[config.mk]
export PLATFORM = sky130hd
export DESIGN_NAME = spi_slave_flat
export DESIGN_NICKNAME = d
export VERILOG_FILES = /design/src/rtl/spi_slave_pkg.sv /design/src/rtl/spi_slave_if.sv /design/src/rtl/byte_fifo.sv /design/src/rtl/spi_slave.sv /design/src/flat_wrapper.sv
export SDC_FILE = /design/constraint.sdc
export NUM_CORES = 1
export LEC_CHECK = 0
export BUFFER_PORTS_ARGS = -buffer_cell sky130_fd_sc_hd__buf_2
export CORE_UTILIZATION = 52
export DETAILED_ROUTE_END_ITERATION = 8
export PLACE_DENSITY = 0.86
export SYNTH_ARGS = -nofsm -noshare
export SYNTH_HDL_FRONTEND = slang
export SYNTH_SLANG_ARGS = --single-unit
[constraint.sdc]
create_clock -name clk -period 2.7 [get_ports clk]
set_clock_uncertainty 0.2 [all_clocks]
set_input_delay 0.135 -clock clk [delete_from_list [all_inputs] [get_ports clk]]
set_output_delay 0.135 -clock clk [all_outputs]
set_load 0.005 [all_outputs]
[src/rtl/spi_slave_pkg.sv]
// Shared definitions for the SPI target block: register map, STATUS/CTRL
// bit positions, defaults and state encodings.
package spi_slave_pkg;

  localparam int         DEF_FIFO_DEPTH = 8;
  localparam logic [7:0] DEF_IDLE_BYTE  = 8'hFF;
  localparam int         CNT_W          = 5;

  typedef enum logic [1:0] {
    REG_DATA   = 2'd0,
    REG_STATUS = 2'd1,
    REG_CTRL   = 2'd2,
    REG_RSVD   = 2'd3
  } reg_sel_t;

  localparam int ST_RX_NONEMPTY = 0;
  localparam int ST_TX_FULL     = 1;
  localparam int ST_RX_OVF      = 2;
  localparam int ST_TX_UND      = 3;
  localparam int ST_CSB_ACT     = 4;
  localparam int ST_RX_CNT      = 8;
  localparam int ST_TX_CNT      = 16;

  localparam int CTRL_IRQ_EN_RX  = 0;
  localparam int CTRL_IRQ_EN_ERR = 1;
  localparam int CTRL_TX_FLUSH   = 2;
  localparam int CTRL_RX_FLUSH   = 3;

  typedef enum logic {
    SPI_IDLE   = 1'b0,
    SPI_ACTIVE = 1'b1
  } spi_state_t;

endpackage

[src/rtl/spi_slave_if.sv]
// CPU-side register bus of the SPI target: single-cycle ready pulse handshake.
interface spi_slave_if;
  logic        valid;
  logic        ready;
  logic [3:0]  wstrb;
  logic [31:0] addr;
  logic [31:0] wdata;
  logic [31:0] rdata;

  modport master (output valid, wstrb, addr, wdata, input ready, rdata);
  modport slave  (input valid, wstrb, addr, wdata, output ready, rdata);
endinterface

[src/rtl/byte_fifo.sv]
// Power-of-two byte FIFO with flush; a push into a full FIFO is accepted
// only when a pop happens in the same cycle.
module byte_fifo
  import spi_slave_pkg::*;
#(
  parameter int DEPTH = DEF_FIFO_DEPTH
) (
  input  logic             clk,
  input  logic             reset,
  input  logic             push,
  input  logic             pop,
  input  logic             flush,
  input  logic [7:0]       din,
  output logic [7:0]       dout,
  output logic             full,
  output logic             empty,
  output logic [CNT_W-1:0] count
);

  localparam int AW = (DEPTH > 1) ? $clog2(DEPTH) : 1;

  logic [7:0]    mem [DEPTH];
  logic [AW-1:0] wr_ptr, rd_ptr;
  logic [AW:0]   cnt;
  logic          do_push, do_pop;

  assign empty   = (cnt == '0);
  assign full    = (cnt == (AW+1)'(DEPTH));
  assign do_pop  = pop & ~empty;
  assign do_push = push & (~full | do_pop);
  assign dout    = mem[rd_ptr];
  assign count   = CNT_W'(cnt);

  always_ff @(posedge clk or posedge reset) begin
    if (reset) begin
      wr_ptr <= '0;
      rd_ptr <= '0;
      cnt    <= '0;
    end else if (flush) begin
      wr_ptr <= '0;
      rd_ptr <= '0;
      cnt    <= '0;
    end else begin
      if (do_push) wr_ptr <= wr_ptr + 1'b1;
      if (do_pop)  rd_ptr <= rd_ptr + 1'b1;
      cnt <= cnt + (AW+1)'(do_push) - (AW+1)'(do_pop);
    end
  end

  always_ff @(posedge clk) begin
    if (do_push && !flush) mem[wr_ptr] <= din;
  end

endmodule

[src/rtl/spi_slave.sv]
// SPI mode-0 target with RX/TX byte FIFOs, exposed to the CPU through a
// DATA/STATUS/CTRL register bus and a level interrupt.
module spi_slave
  import spi_slave_pkg::*;
#(
  parameter int         FIFO_DEPTH = DEF_FIFO_DEPTH,
  parameter logic [7:0] IDLE_BYTE  = DEF_IDLE_BYTE
) (
  input  logic        clk,
  input  logic        reset,
  spi_slave_if.slave  bus,
  input  logic        spi_csb,
  input  logic        spi_sck,
  input  logic        spi_mosi,
  output logic        spi_miso,
  output logic        spi_miso_oe,
  output logic        irq
);

  logic [1:0] csb_sync, sck_sync, mosi_sync;
  logic       csb_d, sck_d;
  logic       csb_fall, csb_rise, sck_rise, sck_fall;

  always_ff @(posedge clk or posedge reset) begin
    if (reset) begin
      csb_sync  <= 2'b11;
      sck_sync  <= '0;
      mosi_sync <= '0;
      csb_d     <= 1'b1;
      sck_d     <= 1'b0;
    end else begin
      csb_sync  <= {csb_sync[0], spi_csb};
      sck_sync  <= {sck_sync[0], spi_sck};
      mosi_sync <= {mosi_sync[0], spi_mosi};
      csb_d     <= csb_sync[1];
      sck_d     <= sck_sync[1];
    end
  end

  assign csb_fall = csb_d & ~csb_sync[1];
  assign csb_rise = ~csb_d & csb_sync[1];
  assign sck_rise = ~sck_d & sck_sync[1];
  assign sck_fall = sck_d & ~sck_sync[1];

  // Bus decode
  reg_sel_t             sel;
  logic                 acc, rd, wr_lo;
  logic                 bus_rx_pop, bus_tx_push, ctrl_wr, st_wr, tx_flush, rx_flush;
  logic                 rx_full, rx_empty, tx_full, tx_empty;
  logic [7:0]           rx_dout, tx_dout;
  logic [CNT_W-1:0]     rx_count, tx_count;
  logic                 en_rx, en_err, rx_ovf, tx_und;
  logic [31:0]          rd_val, status;
  logic                 unused_bus;

  assign sel         = reg_sel_t'(bus.addr[3:2]);
  assign acc         = bus.valid & ~bus.ready;
  assign rd          = acc & (bus.wstrb == '0);
  assign wr_lo       = acc & bus.wstrb[0];
  assign bus_rx_pop  = rd & (sel == REG_DATA);
  assign bus_tx_push = wr_lo & (sel == REG_DATA);
  assign ctrl_wr     = wr_lo & (sel == REG_CTRL);
  assign st_wr       = wr_lo & (sel == REG_STATUS);
  assign tx_flush    = ctrl_wr & bus.wdata[CTRL_TX_FLUSH];
  assign rx_flush    = ctrl_wr & bus.wdata[CTRL_RX_FLUSH];
  assign unused_bus  = &{1'b0, bus.addr[31:4], bus.addr[1:0], bus.wdata[31:8]};

  // SPI shift engine
  spi_state_t state, state_n;
  logic [2:0] bit_cnt, bit_cnt_n;
  logic [7:0] tx_shift, tx_shift_n, rx_shift, rx_shift_n;
  logic       rx_push, tx_load, tx_pop, set_ovf, set_und;

  always_ff @(posedge clk or posedge reset) begin
    if (reset) begin
      state    <= SPI_IDLE;
      bit_cnt  <= '0;
      tx_shift <= '0;
      rx_shift <= '0;
    end else begin
      state    <= state_n;
      bit_cnt  <= bit_cnt_n;
      tx_shift <= tx_shift_n;
      rx_shift <= rx_shift_n;
    end
  end

  always_comb begin
    state_n    = state;
    bit_cnt_n  = bit_cnt;
    tx_shift_n = tx_shift;
    rx_shift_n = rx_shift;
    rx_push    = 1'b0;
    tx_load    = 1'b0;
    unique case (state)
      SPI_IDLE: begin
        if (csb_fall) begin
          state_n   = SPI_ACTIVE;
          bit_cnt_n = '0;
          tx_load   = 1'b1;
        end
      end
      SPI_ACTIVE: begin
        if (csb_rise) begin
          state_n   = SPI_IDLE;
          bit_cnt_n = '0;
        end else if (sck_rise) begin
          rx_shift_n = {rx_shift[6:0], mosi_sync[1]};
          bit_cnt_n  = bit_cnt + 3'd1;
          rx_push    = (bit_cnt == 3'd7);
        end else if (sck_fall) begin
          if (bit_cnt == '0) tx_load = 1'b1;
          else               tx_shift_n = {tx_shift[6:0], 1'b0};
        end
      end
      default: state_n = SPI_IDLE;
    endcase
    if (tx_load) tx_shift_n = tx_empty ? IDLE_BYTE : tx_dout;
  end

  assign tx_pop  = tx_load & ~tx_empty;
  assign set_und = tx_load & tx_empty;
  // A full RX still takes the byte when the bus pops in the same cycle
  assign set_ovf = rx_push & rx_full & ~bus_rx_pop;

  assign spi_miso    = (state == SPI_ACTIVE) & tx_shift[7];
  assign spi_miso_oe = (state == SPI_ACTIVE);

  byte_fifo #(.DEPTH(FIFO_DEPTH)) u_rx_fifo (
    .clk(clk), .reset(reset), .push(rx_push), .pop(bus_rx_pop), .flush(rx_flush),
    .din(rx_shift_n), .dout(rx_dout), .full(rx_full), .empty(rx_empty), .count(rx_count)
  );

  byte_fifo #(.DEPTH(FIFO_DEPTH)) u_tx_fifo (
    .clk(clk), .reset(reset), .push(bus_tx_push), .pop(tx_pop), .flush(tx_flush),
    .din(bus.wdata[7:0]), .dout(tx_dout), .full(tx_full), .empty(tx_empty), .count(tx_count)
  );

  always_comb begin
    status                         = '0;
    status[ST_RX_NONEMPTY]         = ~rx_empty;
    status[ST_TX_FULL]             = tx_full;
    status[ST_RX_OVF]              = rx_ovf;
    status[ST_TX_UND]              = tx_und;
    status[ST_CSB_ACT]             = (state == SPI_ACTIVE);
    status[ST_RX_CNT +: CNT_W]     = rx_count;
    status[ST_TX_CNT +: CNT_W]     = tx_count;
    rd_val = '0;
    unique case (sel)
      REG_DATA:   rd_val = rx_empty ? 32'd0 : {24'd0, rx_dout};
      REG_STATUS: rd_val = status;
      REG_CTRL:   rd_val = {30'd0, en_err, en_rx};
      default:    rd_val = '0;
    endcase
  end

  always_ff @(posedge clk or posedge reset) begin
    if (reset) begin
      bus.ready <= 1'b0;
      bus.rdata <= '0;
      en_rx     <= 1'b0;
      en_err    <= 1'b0;
      rx_ovf    <= 1'b0;
      tx_und    <= 1'b0;
      irq       <= 1'b0;
    end else begin
      bus.ready <= acc;
      bus.rdata <= rd ? rd_val : '0;
      if (ctrl_wr) begin
        en_rx  <= bus.wdata[CTRL_IRQ_EN_RX];
        en_err <= bus.wdata[CTRL_IRQ_EN_ERR];
      end
      rx_ovf <= (rx_ovf & ~(st_wr & bus.wdata[ST_RX_OVF])) | set_ovf;
      tx_und <= (tx_und & ~(st_wr & bus.wdata[ST_TX_UND])) | set_und;
      irq    <= (en_rx & ~rx_empty) | (en_err & (rx_ovf | tx_und));
    end
  end

endmodule

[src/flat_wrapper.sv]
// flat-port wrapper written by rule: the top's interface ports become plain ports
module spi_slave_flat import spi_slave_pkg::*;
#(
  parameter int         FIFO_DEPTH = DEF_FIFO_DEPTH,
  parameter logic [7:0] IDLE_BYTE  = DEF_IDLE_BYTE
)
  (clk, reset, spi_csb, spi_sck, spi_mosi, spi_miso, spi_miso_oe, irq, bus_valid, bus_wstrb, bus_addr, bus_wdata, bus_ready, bus_rdata);
  spi_slave_if bus_i ();
  input  logic clk;
  input  logic reset;
  input  logic spi_csb;
  input  logic spi_sck;
  input  logic spi_mosi;
  output logic spi_miso;
  output logic spi_miso_oe;
  output logic irq;
  input wire logic [$bits(bus_i.valid)-1:0] bus_valid;
  input wire logic [$bits(bus_i.wstrb)-1:0] bus_wstrb;
  input wire logic [$bits(bus_i.addr)-1:0] bus_addr;
  input wire logic [$bits(bus_i.wdata)-1:0] bus_wdata;
  output wire logic [$bits(bus_i.ready)-1:0] bus_ready;
  output wire logic [$bits(bus_i.rdata)-1:0] bus_rdata;
  assign bus_i.valid = bus_valid;
  assign bus_i.wstrb = bus_wstrb;
  assign bus_i.addr = bus_addr;
  assign bus_i.wdata = bus_wdata;
  assign bus_ready = bus_i.ready;
  assign bus_rdata = bus_i.rdata;
  spi_slave #(.FIFO_DEPTH(FIFO_DEPTH), .IDLE_BYTE(IDLE_BYTE)) u_core (.clk(clk), .reset(reset), .bus(bus_i), .spi_csb(spi_csb), .spi_sck(spi_sck), .spi_mosi(spi_mosi), .spi_miso(spi_miso), .spi_miso_oe(spi_miso_oe), .irq(irq));
endmodule
# After elaboration in Yosys (flattened, before gate mapping)
# Memory sizes are Yosys's and may differ from the RTL's.
# Cells that the tools add are included.
[classes]
addsub = 9
multipliers = 0
div = 0
n_lt_le_gt_ge = 0
n_eq_ne = 10
shift = 0
mux = 42
bitwise_logic = 47
reduce_logical = 17
[ops]
columns = ["operator", "count"]
rows = [
  ["8-bit 2-to-1 mux", 11],
  ["20-bit one-hot mux with 3 select lines", 1],
  ["3-bit 2-to-1 mux", 11],
  ["32-bit 2-to-1 mux", 1],
  ["1-bit AND", 28],
  ["3-bit by 1-bit adder with 3-bit output, second input constant", 5],
  ["1-bit 2-to-1 mux", 13],
  ["1-bit NOT", 13],
  ["4-bit zero test", 3],
  ["2-bit nonzero test", 6],
  ["4-bit by 1-bit adder with 4-bit output", 2],
  ["4-bit equality test, second input constant", 2],
  ["4-bit 2-to-1 mux", 2],
  ["4-bit by 1-bit subtractor with 4-bit output", 2],
  ["1-bit bitwise OR", 6],
  ["3-bit one-hot mux with 2 select lines", 1],
  ["5-bit AND reduction", 1],
  ["2-bit by 1-bit inequality test with 1-bit output, second input constant", 2],
  ["2-bit inequality test, second input constant", 2],
  ["1-bit one-hot mux with 2 select lines", 2],
  ["3-bit equality test, second input constant", 1],
  ["3-bit zero test", 1],
  ["3-bit by 1-bit inequality test with 1-bit output, second input constant", 1],
  ["2-bit by 1-bit equality test with 1-bit output, second input constant", 1],
  ["other kinds (5)", 7],
]
[totals]
reg_bits = 86
latch_bits = 0
ramBits = 128
rom_bits = 0
input_bits = 74
memories = 2
[mem_list]
columns = ["name", "depth", "width", "rd", "rd_ports_with_merged_regs", "wr", "line_no", "text"]
rows = [
  ["u_core.u_rx_fifo.mem", 8, 8, 1, 0, 1, "byte_fifo.sv:22", "logic [7:0] mem [DEPTH];"],
  ["u_core.u_tx_fifo.mem", 8, 8, 1, 0, 1, "byte_fifo.sv:22", ""],
]

# Depth between registers and ports, before layout
# Gate-level depths: netlist of run 1.
[logic_depth]
ltp_word = 13
depth_mapped = 13
mapped_depth_nobuf = 13

# Hierarchy
# A second synthesis of run 1 with hierarchy kept.
[hier_totals]
cells_unflattened = 559
hier_area_um2 = 8697.1
[modules_own_cells]
columns = ["module", "instances", "cells_each", "area_each_um2", "seq_area_each_um2"]
rows = [
  ["byte_fifo", 2, 182, 3184.3, 2172.1],
  ["spi_slave", 1, 195, 2328.5, 1305.0],
]

# Least setup slack after synthesis of run 1
# Ideal clock, no wire load.
[synth_timing]
path_kind = "register to register"
from = "reg u_core.state, in the netlist u_core.spi_miso_oe"
to = "mem u_core.u_tx_fifo.mem[2][0] (enable)"
setup_ps = 398
arrival_time_ps = 2359
required_time_ps = 2102
slack_ps = -256
path_stages_with_launch = 7
n_path_buf = 1
period_less_slack_ps = 2956
path_cell_list = "dfrtp_1 > buf_2 > nor3b_1 > nor2_1 > a21oi_1 > clkinv_1 > nor4b_1"
[synth_via]
elab_chain_cells = 9
[synth_lines]
columns = ["item", "line_no", "text"]
rows = [
  ["start: declaration", "spi_slave.sv:69", "spi_state_t state, state_n;"],
  ["start signal: assignment", "spi_slave.sv:81", "state <= state_n;"],
  ["1-bit NOT", "spi_slave.sv:95", "unique case (state)"],
  ["1-bit one-hot mux with 2 select lines (*)", "spi_slave.sv:95", ""],
  ["1-bit AND (*)", "spi_slave.sv:121", "assign tx_pop = tx_load & ~tx_empty;"],
  ["1-bit AND (*)", "byte_fifo.sv:29", "assign do_pop = pop & ~empty;"],
  ["1-bit bitwise OR (*)", "byte_fifo.sv:30", "assign do_push = push & (~full | do_pop);"],
  ["1-bit AND (*)", "byte_fifo.sv:30", ""],
  ["1-bit logical AND (*)", "byte_fifo.sv:51", "if (do_push && !flush) mem[wr_ptr] <= din;"],
  ["1-bit 2-to-1 mux (*)", "byte_fifo.sv:51", ""],
  ["1-bit 2-to-1 mux (implied by the code) (*)", "byte_fifo.sv:51", ""],
  ["end: declaration", "byte_fifo.sv:22", ""],
]
# Mark *: on every way between the ends. The rest lies on a longest branch, timed or not.

# Worst setup path after layout of run 1
[layout_timing]
from = "reg u_core.u_rx_fifo.cnt[3]"
to = "reg u_core.u_rx_fifo.cnt[1]"
[layout_via]
elab_chain_cells = 8
word_cells_on_any_way = 10
cone_classes = "2 x add/sub; 1 x eq/ne; 1 x mux; 5 x bitwise; 1 x reduce/logical"
[layout_lines]
columns = ["item", "line_no", "text"]
rows = [
  ["start: declaration", "byte_fifo.sv:24", "logic [AW:0] cnt;"],
  ["start signal: assignment", "byte_fifo.sv:46", "cnt <= cnt + (AW+1)'(do_push) - (AW+1)'(do_pop);"],
  ["4-bit zero test", "byte_fifo.sv:27", "assign empty = (cnt == '0);"],
  ["1-bit NOT", "byte_fifo.sv:29", ""],
  ["1-bit AND", "byte_fifo.sv:29", ""],
  ["1-bit bitwise OR", "byte_fifo.sv:30", ""],
  ["1-bit AND", "byte_fifo.sv:30", ""],
  ["4-bit by 1-bit adder with 4-bit output", "byte_fifo.sv:46", ""],
  ["4-bit by 1-bit subtractor with 4-bit output (*)", "byte_fifo.sv:46", ""],
  ["4-bit 2-to-1 mux (*)", "byte_fifo.sv:39", "end else if (flush) begin"],
]
# Marked as above.
# A chain may end at the register's enable or synchronous reset.

==> results of run 1 <==
-- routing by layer --
layer | GRT usage [%] | routed length [µm]
met2 | 37.79 | 9303
met1 | 28.07 | 7006
met5 | 0 | 0
met4 | 9.412 | 510
met3 | 5.259 | 838
-- worst min-delay path: stages --
cell and delay (ns):
buf_2 0.14, nand3b_1 0.15, nor2_1 0.08, nand2_1 0.08, a32o_1 0.12
-- final cells by class --
cell class / count / area, µm² / share of cell area, %
clock inverter: 15 / 163.9 / 1.636
clock buffer: 17 / 425.4 / 4.245
timing repair buffer: 125 / 923.4 / 9.215
sequential: 198 / 5599 / 55.87
tap: 211 / 264.0 / 2.635
inverter: 21 / 80.08 / 0.7991
multi-input combinational: 287 / 2565 / 25.60
-- metrics by stage --
step / instance area (µm²) / power, mW / TNS, ns / hold WS (ns) / utilization, %
2_1_floorplan: 8343 / 5.014 / -0.1511 / -0.06052 / -
3_3_place_gp: 9059 / 5.464 / -0.1378 / 0.04290 / 59.15
3_5_place_dp: 9059 / 5.576 / -0.3043 / 0.05066 / 59.15
4_1_cts: 9879 / 8.114 / 0 / 0.04994 / 64.51
5_1_grt: 10020 / 8.575 / -1.941 / 0.1119 / 65.43
6_report: 10020 / 8.235 / -0.008132 / 0.1179 / 65.43
-- kinds of logic after synthesis --
kind of cell,count (synthesis)
xor gates and xnor gates,9
AOI/OAI and AO/OA,47
buffers and inverters,58
other,1
muxes,52
DFF,198
adders and majority gates,21
and+or+nand+nor,142
-- power by group through the flow --
stage	Combinational (mW)	Clock, mW	Sequential [mW]
floorplan	1.26	0	3.75
global placement	1.64	0	3.83
detailed placement	1.73	0	3.85
CTS	1.80	2.52	3.79
global route	2.11	2.63	3.83
finish	1.94	2.49	3.81
-- flip-flops by register name (all words and copies together) (netlist names), 4 cells and up --
signal and flops:
u_core.bus.rdata 16, u_core.rx_shift 8, u_core.tx_shift 8, u_core.u_rx_fifo.cnt 4, u_core.u_rx_fifo.mem 64, u_core.u_tx_fifo.cnt 4
u_core.u_tx_fifo.mem 64
-- repair_timing --
action	CTS	global route
hold buffers	17	0
resized for setup	11	20
endpoints found under the setup margin	43	46
pin swaps	5	8
setup buffers	2	8
endpoints found under the hold margin	120	0
-- cell usage in the layout (no fill, tap or decap), drive strengths merged, types with 6 or more instances in the layout --
master and n:
clkbuf 17, edfxtp 128, o21ai 15, nor3 11
nand2b 7, nand3 6, mux4 31, inv 27
xnor2 7, buf 108, o2bb2ai 7, dlygate4sd3 17
dfrtp 67, a21oi 6, and2 10, mux2i 16
conb 16, ha 19, clkinv 6, nor2 34
nand2 49
-- final timing paths --
path	startpoint	to	slack, ns	cells past startpoint
setup / recovery	u_core.u_rx_fifo.cnt[3]$_DFF_PP0_	u_core.u_rx_fifo.cnt[1]$_DFF_PP0_	-0.008	11
hold / removal	bus_wstrb[0]	u_core.rx_ovf$_DFF_PP0_	0.12	5
setup reg to reg	u_core.u_rx_fifo.cnt[3]$_DFF_PP0_	u_core.u_rx_fifo.cnt[1]$_DFF_PP0_	-0.008	11
hold reg to reg	u_core.mosi_sync[0]$_DFF_PP0_	u_core.mosi_sync[1]$_DFF_PP0_	0.15	0
max in group asynchronous	reset	u_core.tx_shift[6]$_DFFE_PP0P_	1.22	4
min in group asynchronous	reset	u_core.sck_sync[0]$_DFF_PP0_	0.29	3
-- synth_stat cells, types with 2 or more instances --
| cell type | count | share of area (%) |
|---|---|---|
| a31oi_1 | 2 | 0.15 |
| edfxtp_1 | 128 | 47 |
| nor4b_1 | 2 | 0.21 |
| and2_1 | 10 | 0.76 |
| nand3_1 | 6 | 0.36 |
| nand2b_1 | 6 | 0.46 |
| clkbuf_1 | 10 | 0.46 |
| a22o_1 | 4 | 0.43 |
| buf_4 | 16 | 1.5 |
| a21oi_1 | 6 | 0.36 |
| dfstp_2 | 3 | 0.96 |
| o2bb2ai_1 | 7 | 0.74 |
| a21o_1 | 2 | 0.18 |
| mux2i_1 | 16 | 1.9 |
| mux2_2 | 5 | 0.68 |
| xor2_1 | 2 | 0.21 |
| nor3_1 | 10 | 0.61 |
| or3b_2 | 3 | 0.32 |
| nor2_1 | 34 | 1.6 |
| ha_1 | 19 | 2.9 |
| a22oi_1 | 4 | 0.36 |
| a32o_1 | 2 | 0.24 |
| o21ai_0 | 15 | 0.91 |
| buf_1 | 3 | 0.14 |
| dfrtp_1 | 67 | 20 |
| nor3b_1 | 5 | 0.46 |
| nor2b_1 | 5 | 0.38 |
| nand3b_1 | 2 | 0.18 |
| nand2_1 | 49 | 2.2 |
| mux4_2 | 31 | 8.5 |
| fa_1 | 2 | 0.49 |
| buf_2 | 8 | 0.49 |
| xnor2_1 | 7 | 0.74 |
| inv_1 | 19 | 0.87 |
==> metrics.txt, run 1 <==
GRT overflow 0; CP cell instances inv_2 -> ha_4 -> or3b_4 -> nand4_4 -> a311oi_4 -> inv_2 -> ha_4 -> inv_2 -> ha_4 -> fa_2 -> and2_1; cts bufs inserted 17; P_int 5.843 mW; Via density 5.593; switching share of total power 29.05%; Yosys warning total 0; unrepaired setup endpoints after global routing true; proportion of synthesized area in mux cells 11.11%; Vias 4888; largest family of logic cells by synthesized area multiplexers; Avg WL per Cell 20.20 µm; post-synthesis cell area 8230 µm²; post-route non-filler standard cell count 874; io pins 110; post-synthesis simple-gate area fraction 8.832%; first-pass GRT wire length 26590 µm; Final Cycle Share 100.3%; Synth Register Bits 198; Place WS -0.1028 ns; initial drt markers 571; Startpoint Class flip-flop; DRT Pass-1 Iters 5; Adder-Cell Fraction of Synth Area 3.375%; CTS sink count 198; sequential share of the synthesized area 68.03%; Critical path buffers and inverters 3; total track usage 22.45%; Die Width 127.8 µm; Initial Util 53.74%; Max IR drop VDD 824.9 µV; HP Class input port to flip-flop; Max Clock Freq 369.3 MHz; Slew Viols, Final 0; Leak Pwr 3.929 nW; die area 16340 µm²; layout cells sized above 1 33.18%; post-route setup slack -0.008132 ns; final worst path period need 2.708 ns; Detail Route Antenna Nets 0; largest net degree at the start of global routing 47; synth unique cells 52; # diodes 0; CP Capture Type flip-flop; clock tree buffer depth 2; GPL Wtd Cong 0.7938; outcome finished, violations left; Compound-Gate Fraction of Synth Area 4.150%; Avg Inst Size Synth 15.59 µm²; Die Y-Extent 127.8 µm; clock power share 30.2%; Switch Pwr 2.392 mW; DP HPWL 10730 µm; H-tree depth 4; worst-margin pin slew 1.034 ns; buffers added on ports 39; CTS root buf clkbuf_16; Slew headroom 31.09%; Slowest-stage cell, CP fa_2; Synth Area in XOR/XNOR 0.9577%; number of antenna violations at the first check in global routing 0; Routed WL 17660 µm; Post-synth EDFFs 128; Area growth, synth to finish 21.75%; # rows 45; Net count, final 745; core area 15310 µm²; Flop pwr share 46.3%; cell area power density 821.8 nW/µm²; CP top delay family adder cells; fillcell total 986; ys flop type edfxtp_1; max-cap viol count 0; CTS tree built; Final Hold Violating Endpoints 0; critical path class flip-flop to flip-flop; largest fanout on the critical path 3; vias in the first global route 4934; violated checks negative setup slack; Clock Pin Slew Worst Setup and Hold Paths 0.07 ns; DRC Markers 0; placed cells 815; Post-Synthesis Cells 528; final setup fails 1; logic gate share of total power 23.5%; CP peak stage delay 0.53 ns; arrival time at the worst endpoint 2.88 ns; CP required 2.87 ns; clk_lat worst skew 0.43 ns; Post-synth ARST share 35.35%
(Power assumes the default switching activity.)
==> inputs of run 2 (changes only) <==
Settings changed: REMOVE_ABC_BUFFERS set to 1.
==> metrics.txt, run 2 (synthesis results as in run 1) <==
# rows 45 (unchanged); io pins 110 (unchanged); Max Clock Freq 361.2 MHz (-2.2%); CP cell instances nand2b_4 -> nand4b_1 -> a311oi_4 -> inv_2 -> buf_6 -> or3_4 -> nor2_2 -> buf_4; Vias 4986 (+2.0%); first-pass GRT wire length 28820 µm (+8.4%); layout cells sized above 1 33.99% (+0.81 points); DP HPWL 11180 µm (+4.2%); worst-margin pin slew 1.172 ns (+0.1379 ns); final setup fails 28 (+27); clk_lat worst skew 0.44 ns (about the same); vias in the first global route 5260 (+6.6%); Net count, final 741 (-0.54%); number of antenna violations at the first check in global routing 0 (unchanged); Switch Pwr 2.569 mW (+7.4%); Flop pwr share 45.8% (-0.5 points); largest fanout on the critical path 4 (+1); hold wc startpoint bus_wstrb[1]; Place WS -0.2005 ns (-0.09778 ns); Worst R2R Start u_core.csb_d$_DFF_PP1_; CP Capture Type flip-flop; core area 15310 µm² (unchanged); worst hold path stage count 6 (+1); unrepaired setup endpoints after global routing true; critical path class flip-flop to flip-flop; Clock Pin Slew Worst Setup and Hold Paths 0.08 ns (about the same); Initial Util 53.74% (unchanged); total track usage 24.13% (+1.7 points); GPL Wtd Cong 0.8561 (+7.8%); Routed WL 18800 µm (+6.4%); Largest regs u_core.u_rx_fifo.mem: 64 flops, u_core.u_tx_fifo.mem: 64 flops, u_core.bus.rdata: 16 flops; HP Class input port to flip-flop; CP required 2.65 ns (-0.22 ns); met1 WL 7383 µm (+5.4%); Detail Route Antenna Nets 0 (unchanged); Slew headroom 21.53% (-9.6 points); switching share of total power 30.60% (+1.6 points); cell area power density 835.0 nW/µm² (+1.6%); H-tree depth 4 (unchanged); Avg WL per Cell 21.60 µm (+6.9%); Max IR drop VDD 587.2 µV (-29%); # diodes 0 (unchanged); Die Y-Extent 127.8 µm (unchanged); clock tree buffer depth 2 (unchanged); P_int 5.826 mW (-0.29%); CTS root buf clkbuf_16; CP peak stage delay 0.55 ns (+0.02 ns); Slowest-stage cell, CP dfstp_2; Total Neg Setup Slack -1.234 ns (-1.226 ns); met3 wire length 1163 µm (+39%); outcome finished, violations left; Leak Pwr 3.930 nW (about the same); Final Cycle Share 102.5% (+2.2 points); DRT Pass-1 Iters 5 (unchanged); violated checks negative setup slack; DRC Markers 0 (unchanged); Area growth, synth to finish 22.15%; post-route setup slack -0.06872 ns (-0.06059 ns); GRT overflow 0 (unchanged); logic gate share of total power 25.2% (+1.7 points); Via density 5.731 (+2.5%); clock power share 29.0% (-1.2 points); CTS tree built; most frequent cells in the layout edfxtp_1, dfrtp_1, buf_4; final worst path period need 2.769 ns (+0.06059 ns); CP startpoint u_core.csb_d$_DFF_PP1_; arrival time at the worst endpoint 2.72 ns (-0.16 ns); CTS sink count 198 (unchanged); cts bufs inserted 17 (unchanged); die area 16340 µm² (unchanged); met2 WL 9534 µm (+2.5%); uppermost layer routed met4; Die Width 127.8 µm (unchanged); Slew Viols, Final 0 (unchanged); max-cap viol count 0 (unchanged); leading cell type in the layout, fill and taps excluded edfxtp_1; initial drt markers 433 (-24%); Startpoint Class flip-flop; Final Hold Violating Endpoints 0 (unchanged); largest net degree at the start of global routing 44 (-6.4%); worst reg2reg path depth 8 (-3); buffers added on ports 39 (unchanged)
run 2: timing repair:
action / 4_1_cts / 5_1_grt
gates resized for setup: 29 / 31
endpoints found under the hold margin: 113 / 0
buffers inserted: 4 / 5
hold buffers: 17 / 0
setup endpoints to repair: 54 / 79
pin swaps: 6 / 12
run 2: layer usage:
layer	global-route usage [%]	up-vias
met1	31.03	2499
met5	0	-
met3	4.925	69
li1	-	2156
met2	38.71	262
met4	13.43	0
run 2: power groups by stage:
stage | logic, mW | registers (mW) | clock network (mW)
global route | 2.27 | 3.87 | 2.57
floorplan | 1.05 | 3.88 | 0
finish | 2.11 | 3.85 | 2.43
global placement | 1.58 | 3.83 | 0
detailed placement | 1.68 | 3.86 | 0
CTS | 1.83 | 3.81 | 2.46
run 2: worst max-delay path: cells and delay by family, from the launching register on:
| kind | cells | cell delay [ns] |
|---|---|---|
| and+or+nand+nor | 4 | 0.95 |
| AOI/OAI and AO/OA | 1 | 0.36 |
| DFF | 1 | 0.55 |
| buffers and inverters | 3 | 0.41 |
run 2: metrics by stage:
stage | util (%) | instance area (µm²) | hold slack (ns) | total power [mW] | cells
floorplan | - | 8078 | -0.06052 | 4.924 | 506
global placement | 58.57 | 8970 | 0.03497 | 5.411 | 812
detailed placement | 58.57 | 8970 | 0.04873 | 5.532 | 812
CTS | 64.41 | 9864 | 0.06301 | 8.098 | 865
global route | 65.65 | 10050 | 0.1091 | 8.704 | 870
finish | 65.65 | 10050 | 0.1036 | 8.395 | 870
run 2: area by class of cell:
cell class / instances / area (µm²)
inverters: 21 / 85.08
repair buffers: 121 / 888.4
well taps: 211 / 264.0
clock inverters: 15 / 138.9
clock buffers: 17 / 425.4
fillers: 979 / 5261
multi-input cells: 287 / 2653
flip-flops and latches: 198 / 5599
run 2: worst paths after layout:
path | end | slack (ns)
min | u_core.bus.rdata[5]$_DFF_PP0_ | 0.10
min reg2reg | u_core.mosi_sync[1]$_DFF_PP0_ | 0.15
min in group asynchronous | u_core.bus.ready$_DFF_PP0_ | 0.14
max | u_core.u_rx_fifo.mem[4][4]$_DFFE_PP_ | -0.07
max in group asynchronous | u_core.csb_sync[1]$_DFF_PP1_ | 1.41
max reg2reg | u_core.u_rx_fifo.mem[4][4]$_DFFE_PP_ | -0.07
